==> config.mk <==
export PLATFORM = sky130hd
export DESIGN_NAME = simplez_trace_harness_flat
export DESIGN_NICKNAME = d
export VERILOG_FILES = /design/src/rtl/simplez_harness_pkg.sv /design/src/rtl/simplez_trace_harness_if.sv /design/src/rtl/simplez_harness_pipe.sv /design/src/rtl/simplez_trace_harness.sv /design/src/flat_wrapper.sv
export SDC_FILE = /design/constraint.sdc
export NUM_CORES = 1
export LEC_CHECK = 0
export ABC_AREA = 1
export CAP_MARGIN = 30
export CORE_AREA = 2 2 208 210
export CTS_CLUSTER_DIAMETER = 100
export DETAILED_ROUTE_END_ITERATION = 10
export DIE_AREA = 0 0 210 212
export DONT_BUFFER_PORTS = 1
export SLEW_MARGIN = 15
export SYNTH_ARGS = -nofsm -noshare
export SYNTH_HDL_FRONTEND = slang
export SYNTH_SLANG_ARGS = --single-unit
==> constraint.sdc <==
create_clock -name clk -period 3 [get_ports clk]
set_clock_uncertainty 0.2 [all_clocks]
set_input_delay 0.6 -clock clk [delete_from_list [all_inputs] [get_ports clk]]
set_output_delay 0.6 -clock clk [all_outputs]
set_load 0.05 [all_outputs]
==> src/rtl/simplez_harness_pkg.sv <==
// Shared types and default parameters for the simplez trace harness.
package simplez_harness_pkg;

    localparam int DEF_W       = 8;
    localparam int DEF_DEPTH   = 16;
    localparam int DEF_LAT     = 1;
    localparam int DEF_RST_CYC = 4;

    typedef enum logic [2:0] {
        ST_IDLE   = 3'd0,
        ST_DUTRST = 3'd1,
        ST_RUN    = 3'd2,
        ST_DRAIN  = 3'd3,
        ST_DONE   = 3'd4
    } state_t;

    function automatic logic is_busy(input state_t s);
        return (s == ST_DUTRST) || (s == ST_RUN) || (s == ST_DRAIN);
    endfunction

endpackage

==> src/rtl/simplez_trace_harness_if.sv <==
// Bus between the harness and the design being exercised.
interface simplez_trace_harness_if #(parameter int W = 8) ();
    logic [W-1:0] dut_ui;
    logic         dut_ena;
    logic         dut_rst_n;
    logic [W-1:0] dut_uo;

    modport master (output dut_ui, output dut_ena, output dut_rst_n, input dut_uo);
    modport slave  (input dut_ui, input dut_ena, input dut_rst_n, output dut_uo);
endinterface

==> src/rtl/simplez_harness_pipe.sv <==
// LAT-deep valid/index delay line that lines up each vector with its response.
module simplez_harness_pipe #(
    parameter int LAT = 1,
    parameter int AW  = 4
) (
    input  logic          clk,
    input  logic          rst,
    input  logic          in_valid,
    input  logic [AW-1:0] in_idx,
    output logic          out_valid,
    output logic [AW-1:0] out_idx
);
    logic [LAT-1:0] vld_r;
    logic [AW-1:0]  idx_r [LAT];

    // Shift valid and index one stage per cycle.
    always_ff @(posedge clk or posedge rst) begin
        if (rst) begin
            vld_r <= '0;
            for (int k = 0; k < LAT; k++) idx_r[k] <= '0;
        end else begin
            vld_r[0] <= in_valid;
            idx_r[0] <= in_idx;
            for (int k = 1; k < LAT; k++) begin
                vld_r[k] <= vld_r[k-1];
                idx_r[k] <= idx_r[k-1];
            end
        end
    end

    assign out_valid = vld_r[LAT-1];
    assign out_idx   = idx_r[LAT-1];
endmodule

==> src/rtl/simplez_trace_harness.sv <==
// Vector playback harness: resets a DUT, plays stored stimulus and compares
// masked responses against expected values.
module simplez_trace_harness
    import simplez_harness_pkg::*;
#(
    parameter int W       = DEF_W,
    parameter int DEPTH   = DEF_DEPTH,
    parameter int LAT     = DEF_LAT,
    parameter int RST_CYC = DEF_RST_CYC,
    localparam int AW     = $clog2(DEPTH)
) (
    input  logic                    clk,
    input  logic                    rst,
    input  logic                    cfg_we,
    input  logic [AW-1:0]           cfg_addr,
    input  logic [W-1:0]            cfg_stim,
    input  logic [W-1:0]            cfg_exp,
    input  logic [W-1:0]            cfg_mask,
    input  logic                    start,
    input  logic [AW:0]             len,
    simplez_trace_harness_if.master dut,
    output logic                    busy,
    output logic                    done,
    output logic                    pass,
    output logic [AW:0]             err_count,
    output logic [AW-1:0]           first_err_idx,
    output logic [W-1:0]            first_err_val
);
    localparam int CMAX = (RST_CYC > LAT) ? RST_CYC : LAT;
    localparam int CW   = $clog2(CMAX) + 1;

    logic [W-1:0] stim_mem [DEPTH];
    logic [W-1:0] exp_mem  [DEPTH];
    logic [W-1:0] mask_mem [DEPTH];

    state_t        state_r, state_s;
    logic [CW-1:0] cnt_r, cnt_s;
    logic [AW:0]   idx_r, idx_s, len_r, len_s;
    logic [AW:0]   err_r, err_s;
    logic [AW-1:0] fidx_r, fidx_s;
    logic [W-1:0]  fval_r, fval_s, ui_r, ui_s;
    logic          done_r, done_s, pass_r, pass_s, ena_r, rstn_r, busy_r;
    logic          idle_s, accept_s, mism_s, pipe_valid_s;
    logic [AW-1:0] pipe_idx_s;

    assign idle_s   = (state_r == ST_IDLE) || (state_r == ST_DONE);
    assign accept_s = idle_s && start;

    // Vector memory: writable only while idle, never reset.
    always_ff @(posedge clk) begin
        if (cfg_we && idle_s) begin
            stim_mem[cfg_addr] <= cfg_stim;
            exp_mem[cfg_addr]  <= cfg_exp;
            mask_mem[cfg_addr] <= cfg_mask;
        end
    end

    simplez_harness_pipe #(.LAT(LAT), .AW(AW)) u_pipe (
        .clk       (clk),
        .rst       (rst),
        .in_valid  (state_r == ST_RUN),
        .in_idx    (idx_r[AW-1:0]),
        .out_valid (pipe_valid_s),
        .out_idx   (pipe_idx_s)
    );

    assign mism_s = pipe_valid_s &&
                    (((dut.dut_uo ^ exp_mem[pipe_idx_s]) & mask_mem[pipe_idx_s]) != '0);

    // Next-state, counters and result bookkeeping.
    always_comb begin
        state_s = state_r;
        cnt_s   = cnt_r;
        idx_s   = idx_r;
        len_s   = len_r;
        case (state_r)
            ST_IDLE, ST_DONE: begin
                if (start) begin
                    state_s = ST_DUTRST;
                    cnt_s   = '0;
                    len_s   = (len > (AW+1)'(DEPTH)) ? (AW+1)'(DEPTH) : len;
                end else begin
                    state_s = state_r;
                end
            end
            ST_DUTRST: begin
                if (cnt_r == CW'(RST_CYC - 1)) begin
                    cnt_s   = '0;
                    idx_s   = '0;
                    state_s = (len_r == '0) ? ST_DONE : ST_RUN;
                end else begin
                    cnt_s = cnt_r + CW'(1);
                end
            end
            ST_RUN: begin
                if (idx_r == len_r - (AW+1)'(1)) begin
                    state_s = ST_DRAIN;
                    cnt_s   = '0;
                end else begin
                    idx_s = idx_r + (AW+1)'(1);
                end
            end
            ST_DRAIN: begin
                if (cnt_r == CW'(LAT - 1)) begin
                    state_s = ST_DONE;
                end else begin
                    cnt_s = cnt_r + CW'(1);
                end
            end
            default: state_s = ST_IDLE;
        endcase

        err_s  = err_r;
        fidx_s = fidx_r;
        fval_s = fval_r;
        done_s = done_r;
        pass_s = pass_r;
        if (accept_s) begin
            err_s  = '0;
            fidx_s = '0;
            fval_s = '0;
            done_s = 1'b0;
            pass_s = 1'b0;
        end else if (mism_s) begin
            if (err_r != '1) err_s = err_r + (AW+1)'(1);
            else             err_s = err_r;
            if (err_r == '0) begin
                fidx_s = pipe_idx_s;
                fval_s = dut.dut_uo;
            end else begin
                fidx_s = fidx_r;
            end
        end else begin
            err_s = err_r;
        end
        // The last compare lands on the same edge as entry to DONE.
        if ((state_s == ST_DONE) && (state_r != ST_DONE)) begin
            done_s = 1'b1;
            pass_s = (err_s == '0);
        end else begin
            done_s = done_s;
        end

        ui_s = (state_s == ST_RUN) ? stim_mem[idx_s[AW-1:0]] : '0;
    end

    // State and registered outputs.
    always_ff @(posedge clk or posedge rst) begin
        if (rst) begin
            state_r <= ST_IDLE;
            cnt_r   <= '0;
            idx_r   <= '0;
            len_r   <= '0;
            err_r   <= '0;
            fidx_r  <= '0;
            fval_r  <= '0;
            done_r  <= 1'b0;
            pass_r  <= 1'b0;
            ui_r    <= '0;
            ena_r   <= 1'b0;
            rstn_r  <= 1'b0;
            busy_r  <= 1'b0;
        end else begin
            state_r <= state_s;
            cnt_r   <= cnt_s;
            idx_r   <= idx_s;
            len_r   <= len_s;
            err_r   <= err_s;
            fidx_r  <= fidx_s;
            fval_r  <= fval_s;
            done_r  <= done_s;
            pass_r  <= pass_s;
            ui_r    <= ui_s;
            ena_r   <= is_busy(state_s);
            rstn_r  <= (state_s == ST_RUN) || (state_s == ST_DRAIN);
            busy_r  <= is_busy(state_s);
        end
    end

    assign dut.dut_ui    = ui_r;
    assign dut.dut_ena   = ena_r;
    assign dut.dut_rst_n = rstn_r;
    assign busy          = busy_r;
    assign done          = done_r;
    assign pass          = pass_r;
    assign err_count     = err_r;
    assign first_err_idx = fidx_r;
    assign first_err_val = fval_r;
endmodule

==> src/flat_wrapper.sv <==
// flat-port wrapper written by rule: the top's interface ports become plain ports
module simplez_trace_harness_flat import simplez_harness_pkg::*;
#(
    parameter int W       = DEF_W,
    parameter int DEPTH   = DEF_DEPTH,
    parameter int LAT     = DEF_LAT,
    parameter int RST_CYC = DEF_RST_CYC,
    localparam int AW     = $clog2(DEPTH)
)
  (clk, rst, cfg_we, cfg_addr, cfg_stim, cfg_exp, cfg_mask, start, len, busy, done, pass, err_count, first_err_idx, first_err_val, dut_dut_ui, dut_dut_ena, dut_dut_rst_n, dut_dut_uo);
  simplez_trace_harness_if #(.W(W)) dut_i ();
  input  logic clk;
  input  logic rst;
  input  logic cfg_we;
  input  logic [AW-1:0] cfg_addr;
  input  logic [W-1:0] cfg_stim;
  input  logic [W-1:0] cfg_exp;
  input  logic [W-1:0] cfg_mask;
  input  logic start;
  input  logic [AW:0] len;
  output logic busy;
  output logic done;
  output logic pass;
  output logic [AW:0] err_count;
  output logic [AW-1:0] first_err_idx;
  output logic [W-1:0] first_err_val;
  output wire logic [$bits(dut_i.dut_ui)-1:0] dut_dut_ui;
  output wire logic [$bits(dut_i.dut_ena)-1:0] dut_dut_ena;
  output wire logic [$bits(dut_i.dut_rst_n)-1:0] dut_dut_rst_n;
  input wire logic [$bits(dut_i.dut_uo)-1:0] dut_dut_uo;
  assign dut_dut_ui = dut_i.dut_ui;
  assign dut_dut_ena = dut_i.dut_ena;
  assign dut_dut_rst_n = dut_i.dut_rst_n;
  assign dut_i.dut_uo = dut_dut_uo;
  simplez_trace_harness #(.W(W), .DEPTH(DEPTH), .LAT(LAT), .RST_CYC(RST_CYC)) u_core (.clk(clk), .rst(rst), .cfg_we(cfg_we), .cfg_addr(cfg_addr), .cfg_stim(cfg_stim), .cfg_exp(cfg_exp), .cfg_mask(cfg_mask), .start(start), .len(len), .dut(dut_i), .busy(busy), .done(done), .pass(pass), .err_count(err_count), .first_err_idx(first_err_idx), .first_err_val(first_err_val));
endmodule
Yosys cells after proc, flatten, opt, wreduce, memory -nomap -nowiden
Memories as Yosys holds them, arrays and structs flattened.
Index checks and enable logic that the tools add are counted.
{"block": "totals", "mem_bits_rw": 384, "elab_cells": 96, "memories": 3, "output_inout_bits": 30, "regBits": 50}
{"block": "op_classes", "mux": 30, "eq_ne": 17, "n_lt_le_gt_ge": 1, "add_sub_neg": 4, "bitwise": 2, "n_reduce_logical": 24}
{"name": "u_core.exp_mem", "depth": 16, "width": 8, "read_ports": 1, "rd_clocked_by_memory_dff": 0, "write_ports": 1, "line_no": "simplez_trace_harness.sv:33", "text": "logic [W-1:0] exp_mem [DEPTH];"}
{"name": "u_core.mask_mem", "depth": 16, "width": 8, "read_ports": 1, "rd_clocked_by_memory_dff": 0, "write_ports": 1, "line_no": "simplez_trace_harness.sv:34", "text": "logic [W-1:0] mask_mem [DEPTH];"}
{"name": "u_core.stim_mem", "depth": 16, "width": 8, "read_ports": 1, "rd_clocked_by_memory_dff": 0, "write_ports": 1, "line_no": "simplez_trace_harness.sv:32", "text": "logic [W-1:0] stim_mem [DEPTH];"}
{"op": "8-bit 2-to-1 mux", "n": 4}
{"op": "5-bit 2-to-1 mux", "n": 6}
{"op": "3-bit 2-to-1 mux", "n": 9}
{"op": "3-bit one-hot mux with 4 select lines", "n": 2}
{"op": "3-bit by 2-bit equality test with 1-bit output, second input constant", "n": 5}
{"op": "5-bit zero test", "n": 3}
{"op": "4-bit 2-to-1 mux", "n": 3}
{"op": "5-bit by 1-bit adder with 5-bit output, second input constant", "n": 2}
{"op": "5-bit one-hot mux with 2 select lines", "n": 1}
{"op": "8-bit bitwise AND", "n": 1}
{"op": "2-bit nonzero test", "n": 4}
{"op": "8-bit nonzero test", "n": 1}
{"op": "8-bit bitwise XOR", "n": 1}
{"op": "3-bit by 1-bit equality test with 1-bit output, second input constant", "n": 2}
{"op": "3-bit equality test, second input constant", "n": 2}
{"op": "3-bit zero test", "n": 2}
{"op": "2-bit inequality test, second input constant", "n": 3}
{"op": "5-bit equality test", "n": 1}
{"op": "5-bit > comparator, second input constant", "n": 1}
{"op": "1-bit 2-to-1 mux", "n": 5}
{"op": "5-bit inequality test, second input constant", "n": 1}
{"op": "5-bit by 1-bit subtractor with 5-bit output, second input constant", "n": 1}
{"op": "1-bit logical AND", "n": 4}
{"op": "1-bit logical OR", "n": 4}
{"op": "8 further kinds", "n": 10}

Depth between registers and ports, before layout
Gate-level depths: netlist of run 1.
An unclocked memory read counts as a cell.
{"block": "depth", "word_depth": 9, "mapped_depth": 22, "mapped_depth_nobuf": 20}

Modules after synthesis
From an unflattened synthesis of run 1, not the netlist that was laid out.
{"block": "unflattened", "hier_cells": 1777, "hier_area_um2": 18858.1}
{"mod": "simplez_trace_harness", "area_each_um2": 18729.2, "seq_area_each_um2": 12657.1, "n_inst": 1, "cells_each": 1771}
{"mod": "simplez_harness_pipe", "area_each_um2": 128.9, "seq_area_each_um2": 125.1, "n_inst": 1, "cells_each": 6}

Worst setup path before layout of run 1
No wires, ideal clock.
{"block": "synth_path", "kind": "input to register", "from": "input port cfg_we", "to": "memory u_core.exp_mem[10][0], enable pin", "setup_time_ns": 0.405, "path_slack_ns": 0.394, "stages": 4, "arrival_ns": 2.001, "required_time_ns": 2.395, "cell_sequence": "inv_1 nor2_1 nand3_1 nor2_1"}
{"block": "synth_via", "elab_chain_cells": 3}
{"item": "from (decl)", "line_no": "flat_wrapper.sv:14", "text": "input logic cfg_we;"}
{"item": "1-bit logical AND", "line_no": "simplez_trace_harness.sv:51", "text": "if (cfg_we && idle_s) begin"}
{"item": "1-bit 2-to-1 mux", "line_no": "simplez_trace_harness.sv:51"}
{"item": "1-bit 2-to-1 mux (not written as such)", "line_no": "simplez_trace_harness.sv:53", "text": "exp_mem[cfg_addr] <= cfg_exp;"}
{"item": "to (decl)", "line_no": "simplez_trace_harness.sv:33"}
No other way between the ends.

Final worst setup path of run 1
{"block": "layout_path", "from": "register u_core.u_pipe.idx_r (netlist bit u_core.u_pipe.out_idx[0])", "to": "register u_core.fval_r[5], in the netlist u_core.first_err_val[5]"}
{"block": "layout_via", "elab_chain_cells": 7}
{"item": "from (decl)", "line_no": "simplez_harness_pipe.sv:14", "text": "logic [AW-1:0] idx_r [LAT];"}
{"item": "from (signal, indexed assignment)", "line_no": "simplez_harness_pipe.sv:26", "text": "idx_r[k] <= idx_r[k-1];"}
{"item": "memory read 16 x 8 bit"}
{"item": "8-bit bitwise XOR", "line_no": "simplez_trace_harness.sv:68", "text": "(((dut.dut_uo ^ exp_mem[pipe_idx_s]) & mask_mem[pipe_idx_s]) != '0);"}
{"item": "8-bit bitwise AND *", "line_no": "simplez_trace_harness.sv:68"}
{"item": "8-bit nonzero test *", "line_no": "simplez_trace_harness.sv:68"}
{"item": "1-bit logical AND *", "line_no": "simplez_trace_harness.sv:67", "text": "assign mism_s = pipe_valid_s &&"}
{"item": "2-bit nonzero test (no line) *"}
{"item": "2-bit AND reduction (no line) *"}
{"item": "to (signal assigned)", "line_no": "simplez_trace_harness.sv:170", "text": "fval_r <= fval_s;"}
{"item": "to (decl)", "line_no": "simplez_trace_harness.sv:41", "text": "logic [W-1:0] fval_r, fval_s, ui_r, ui_s;"}
Mark *: on every way between the ends. The rest lies on a longest branch, timed or not.
A chain may end at the register's enable or synchronous reset.

==> results of run 1 <==
## state kept, by name, indices dropped and copies added (netlist names), 5 cells and up
| signal | cells |
|---|---|
| u_core.exp_mem | 128 |
| u_core.mask_mem | 128 |
| u_core.stim_mem | 128 |
| u_core.dut.dut_ui | 8 |
| u_core.first_err_val | 8 |
| u_core.err_count | 5 |
| u_core.idx_r | 5 |
| u_core.len_r | 5 |
## per-stage QoR
| stage | area [µm²] | power (mW) | worst slack [ps] |
|---|---|---|---|
| finish | 22180 | 19.85 | 132.3 |
| global route | 22180 | 21.00 | -53.44 |
| CTS | 21780 | 19.29 | 10.14 |
| detailed placement | 19990 | 13.82 | 85.07 |
| global placement | 19990 | 13.75 | 118.8 |
| floorplan | 18900 | 12.03 | 394.0 |
## how the worst max path moves through the flow
stage	slack [ps]	from	endpoint	cells after the start
after floorplan	390	cfg_we	u_core.exp_mem[10][0]$_DFFE_PP_	4
after global placement	120	u_core.u_pipe.out_idx[0]$_DFF_PP0_	u_core.first_err_idx[3]$_DFFE_PP0P_	16
after detailed placement	90	u_core.u_pipe.out_idx[0]$_DFF_PP0_	u_core.first_err_idx[1]$_DFFE_PP0P_	19
after CTS	10	u_core.u_pipe.out_idx[0]$_DFF_PP0_	u_core.first_err_val[5]$_DFFE_PP0P_	19
after global routing	-50	u_core.u_pipe.out_idx[0]$_DFF_PP0_	u_core.pass$_DFFE_PP0P_	18
final	130	u_core.u_pipe.out_idx[0]$_DFF_PP0_	u_core.first_err_val[5]$_DFFE_PP0P_	17
## power by group
| part | internal (mW) | total, mW | switching (mW) |
|---|---|---|---|
| logic | 2.55 | 7.11 | 4.56 |
| registers | 6.86 | 7.38 | 0.522 |
| clock network | 3.14 | 5.37 | 2.23 |
| total | 12.5 | 19.9 | 7.31 |
## layer usage
layer / GRT usage [%] / share of wire [%] / vias to the layer above
li1: - / - / 6235
met4: 7.532 / 3.1 / 0
met5: 0 / 0 / -
met3: 2.851 / 7.3 / 98
met2: 35.62 / 47 / 499
met1: 30.66 / 42 / 6299
## cell families after synthesis
logic type                 synth area share [%]
AOI/OAI and AO/OA                         1.066
and+or+nand+nor                           24.39
buffers and inverters                     5.919
xor gates and xnor gates                 0.4569
adders and majority gates                0.5297
DFF                                       67.64
## repair_timing
action,4_1_cts,5_1_grt
buffers inserted,0,6
endpoints found under the setup margin,0,21
hold buffers,37,0
gates resized for setup,0,51
endpoints found under the hold margin,420,0
## cell usage in the layout (no fill, tap or decap), drive strengths merged
cell | synthesis | layout
dfrtp | 50 | 50
inv | 156 | 157
o211ai | 3 | 3
clkbuf | 21 | 59
o22ai | 1 | 1
dlygate4sd3 | 0 | 37
o41ai | 1 | 1
nand2 | 595 | 595
xnor2 | 3 | 3
a21oi | 6 | 6
nand3b | 10 | 10
nand3 | 379 | 379
nand4 | 2 | 2
bufinv | 0 | 4
nor3b | 1 | 1
a211oi | 1 | 1
xor2 | 6 | 6
a21boi | 1 | 1
clkinv | 1 | 23
clkinvlp | 0 | 1
ha | 8 | 8
o21ai | 23 | 23
or2 | 3 | 3
buf | 63 | 78
nor2 | 79 | 80
edfxtp | 384 | 384
nor3 | 4 | 4
## layout make-up
cell class	instances	area, µm²
Clock buffer	54	1180
Clock inverter	28	236.5
Fill cell	3652	20330
Inverter	157	606.8
Multi-Input combinational cell	1127	5261
Sequential cell	434	12790
Tap cell	546	683.2
Timing Repair Buffer	120	1424
==> metrics, run 1 <==
number of synthesized flops with an enable pin 384; Clock H-tree levels 2; fin crit period 2868 ps; Final Setup Violations 0; status finished, final reports clean; # rows 76; worst endpoint data arrival time 3150 ps; worst hold-check path type primary input to flip-flop; Core Util, Final 52.18%; ANT nets after route 0; Sink Count 434; CP max FO 20; share of post-route cells with drive strength above 1 11.15%; DR pass1 iterations 5; Worst Hold End u_core.len_r[0]$_DFFE_PP0P_; Total Routing Usage GR 21.93%; CTS max path bufs 3; CTS tree done; die area 0.04452 mm²; total wire length 49120 µm; Slowest cell on crit path dfrtp_4; hold depth 2; drt initial violations 1374; Max-cap violations 0; PwrDens 895.2 mW/mm²; Slew @ Worst Pin 869.2 ps; normalized max-slew margin 42.09%; Nets 1937; Worst Hold Slack 28.73 ps; initial antenna violation count 1; Primary FF master, synth edfxtp_1; Synth-to-Final Area Change 17.37%; setup TNS 0 ps; Netlist cell types 36; Crit path max-delay family simple AND/OR/NAND/NOR gates; fraction of registers with async set or reset after synthesis 11.52%; Clk Latency, worst-skew pair 560 ps; CTS Buf Count 44; Yosys top cell by area edfxtp_1; ANT cells 0; Final GP Congestion 0.8908; vias in the first global route 12620; R2R cell count 17; worst hold path startpoint len[0]; Starting Density 44.46%; DP Wirelength 28070 µm; reg2reg setup slack 130 ps; WS Path Type flip-flop to flip-flop; Leakage 8.991 nW; CP dominant cell by count nand2_1; Pins Over Slew Limit 0; synth warn 0; height of the die 212 µm; RR Startpoint u_core.u_pipe.out_idx[0]$_DFF_PP0_; CP Cell Sequence buf_12 > buf_12 > or2_2 > nand3_1 > nand2_1 > nand2_1 > nand2_1 > nand3_1 > nand2_2 > nor2_4 > nand3b_1 > nand3_4 > nor2_4 > nand2_4 > buf_8 > nand3_1 > nand2_1; required time of the critical path 3280 ps; Clock Tree Root clkbuf_16; drc violations 0; mapped cell area 0.01890 mm²; drt wl/cell 19.92 µm; most frequent cell after synthesis nand2_1; Congestion Overflow GR 0; capturing point of the worst reg2reg path u_core.first_err_val[5]$_DFFE_PP0P_; biggest cell delay along the critical path 490 ps; Worst Setup Start Kind flip-flop; dominant cells by area after synthesis edfxtp_1 (61%), nand2_1 (12%), nand3_1 (10%); Post-Synthesis Cells 1801; total number of vias 13130; Non-Filler Instances 2466; Syn Nets 1854; post-synth top area share 61.02%; Core ar. 0.04251 mm²; Yosys reg bits 434; IO Count 75; synthesized area per cell 10.49 µm²; global-route wire length before repair 73750 µm; fmax 348.7 MHz; Post-synth top cells nand2_1 (589), edfxtp_1 (384), nand3_1 (377); Inst Count DP 2335; CP bufs+invs 3; clock slew seen by the registers of the worst setup and hold paths 60 ps; die width 210 µm; worst IR drop on VDD 0.4649 mV; port bufs 0; CP Capture Type flip-flop; largest net degree at the start of global routing 65; sequential share of the synthesized area 67.64%; Final Hold Vio Count 0; DR vias/cell 5.325; fin crit share 95.59%
Note: power is estimated with default switching activity, not from simulation.
==> run 2: changes to the inputs <==
==> constraint.sdc (replaced) <==
create_clock -name clk -period 2.5 [get_ports clk]
set_clock_uncertainty 0.2 [all_clocks]
set_input_delay 0.5 -clock clk [delete_from_list [all_inputs] [get_ports clk]]
set_output_delay 0.5 -clock clk [all_outputs]
set_load 0.05 [all_outputs]
==> run 2 against run 1 <==
Effect of this change: the flow now finishes with violations (negative setup slack); hold slack gained 51 ps; routed wire length is 10% higher; register-to-register slack worse by 410 ps; sequential power increased by 19%; highest routed layer is now met5; fmax up 3.3%; clock power grew 18%; critical path type unchanged.
==> metrics, run 2 (synthesized netlist as in run 1, its figures left out) <==
Final Setup Violations 26; drt wl/cell 21.03 µm; CP dominant cell by count nand2_2; drt initial violations 1453; Pins Over Slew Limit 0; Slowest cell on crit path dfrtp_4; capturing point of the worst reg2reg path u_core.pass$_DFFE_PP0P_; global-route wire length before repair 79350 µm; DP Wirelength 29580 µm; ANT nets after route 0; Inst Count DP 2412; Worst Setup Start Kind flip-flop; Final GP Congestion 0.8757; Slew @ Worst Pin 666.4 ps; largest net degree at the start of global routing 33; Nets 2054; # rows 76; CTS Buf Count 44; worst hold path startpoint start; IO Count 75; Total Routing Usage GR 23.86%; Final Hold Vio Count 0; CP Capture Type flip-flop; vias in the first global route 13550; share of post-route cells with drive strength above 1 23.95%; fin crit share 111.1%; biggest cell delay along the critical path 540 ps; CP Cell Sequence buf_8 > buf_4 > buf_8 > nand2_1 > nand3_1 > nand3_2 > nand2_2 > nand2_2 > nand2_2 > nand2_2 > nand2_2 > nor2_4 > nand3b_1 > nand3_4 > buf_6 > nand2_4 > nand3_4 > nand2_1 > nor2_1 > nand2_1 > nand2_1; fillers 3371; Worst Setup SP u_core.u_pipe.out_idx[0]$_DFF_PP0_; CTS max path bufs 3; CP max FO 8; required time of the critical path 2820 ps; clock slew seen by the registers of the worst setup and hold paths 60 ps; Core ar. 0.04251 mm²; area of the multi-input gates 0.006086 mm²; final worst slack -276.4 ps; worst IR drop on VDD 0.6807 mV; R2R cell count 21; Congestion Overflow GR 0; total wire length 54270 µm; Non-Filler Instances 2581; unrepaired setup endpoints after global routing true; Max-cap violations 0; worst endpoint data arrival time 3090 ps; Synth-to-Final Area Change 29.91%; WS Path Type flip-flop to flip-flop; worst hold-check path type primary input to flip-flop; port bufs 0; most frequent cells in the layout nand2_1 (525), edfxtp_1 (384), nand3_1 (280); hold depth 4; Sink Count 434; failing checks negative setup slack; Leakage 9.989 nW; Starting Density 44.46%; DR vias/cell 5.468; RR Startpoint u_core.u_pipe.out_idx[0]$_DFF_PP0_; die width 210 µm; Worst Hold Slack 80.07 ps; initial antenna violation count 5; reg2reg setup slack -280 ps; Worst Hold End u_core.err_count[0]$_DFF_PP0_; fmax 360.2 MHz; status finished with violations; biggest regs u_core.exp_mem: 128 flops, u_core.mask_mem: 128 flops, u_core.stim_mem: 128 flops; drc violations 0; Clk Latency, worst-skew pair 580 ps; DR pass1 iterations 5; CTS tree done; fin crit period 2776 ps; Clock H-tree levels 2; PwrDens 1103 mW/mm²; Sequential cell area 0.01279 mm²; total number of vias 14110; normalized max-slew margin 55.43%; height of the die 212 µm; Clock Tree Root clkbuf_16; die area 0.04452 mm²; commonest non-fill, non-tap cell in the layout nand2_1
-- run 2: cell count changes in the layout (fill, tap and decap cells not counted), moves of 17 or more --
| cell | before | now |
|---|---|---|
| nand3_1 | 366 | 280 |
| nand3_2 | 12 | 92 |
| nand2_1 | 582 | 525 |
| buf_4 | 49 | 98 |
| nand2_2 | 11 | 53 |
| nor2_1 | 56 | 35 |
| buf_12 | 24 | 43 |
| buf_6 | 2 | 19 |
-- run 2: worst max-delay path by stage --
stage / endpoint / slack (ps) / cells past startpoint
2_1_floorplan: u_core.exp_mem[10][0]$_DFFE_PP_ / -20 / 5
3_3_place_gp: u_core.pass$_DFFE_PP0P_ / -320 / 19
3_5_place_dp: u_core.pass$_DFFE_PP0P_ / -410 / 22
4_1_cts: u_core.pass$_DFFE_PP0P_ / -210 / 22
5_1_grt: u_core.pass$_DFFE_PP0P_ / -450 / 21
6_report: u_core.pass$_DFFE_PP0P_ / -280 / 21
-- run 2: area by class of cell --
| class | instances | share of cell area (%) |
|---|---|---|
| tap | 546 | 2.783 |
| sequential | 434 | 52.09 |
| inverter | 157 | 2.553 |
| clock inverter | 25 | 0.9276 |
| timing repair buffer | 236 | 12.22 |
| clock buffer | 53 | 4.623 |
| antenna | 2 | 0.02039 |
| multi-input combinational | 1128 | 24.79 |
-- run 2: through the flow --
stage | instance area (µm²) | utilization (%) | setup WS, ps | TNS, ps | total power, mW
after floorplan | 18900 | - | -21.10 | -4052 | 14.44
after global placement | 20750 | 48.81 | -322.7 | -5897 | 17.32
after detailed placement | 20750 | 48.81 | -408.7 | -6856 | 17.43
after CTS | 23750 | 55.88 | -211.1 | -3652 | 25.84
after global routing | 24550 | 57.75 | -446.1 | -9032 | 28.47
final | 24550 | 57.76 | -276.4 | -5067 | 27.09
-- run 2: worst max-delay path: cells and delay by family (launching register included) --
family | cells | cell delay (ps)
and+or+nand+nor | 17 | 1410
buffers and inverters | 4 | 560
DFF | 1 | 540
-- run 2: metal layers --
metal	track usage (%)	up-vias	share of wire, %
met1	31.91	6860	41
li1	-	6483	-
met3	4.121	135	8.4
met2	39.09	628	47
met4	9.367	6	3.3
met5	0	-	0.070
-- run 2: report_power, final --
part,switching (mW),internal (mW),total [mW]
Clock,2.77,3.55,6.32
Combinational,6.86,5.12,12.0
Sequential,0.557,8.23,8.79
-- run 2: repair_timing --
action                                 in CTS  in global routing
hold buffers                               43                  0
gates cloned                               15                 10
buffers inserted                           13                 10
setup endpoints to repair                  26                 31
endpoints found under the hold margin     420                  0
pin swaps                                 106                 86
resized for setup                         178                134
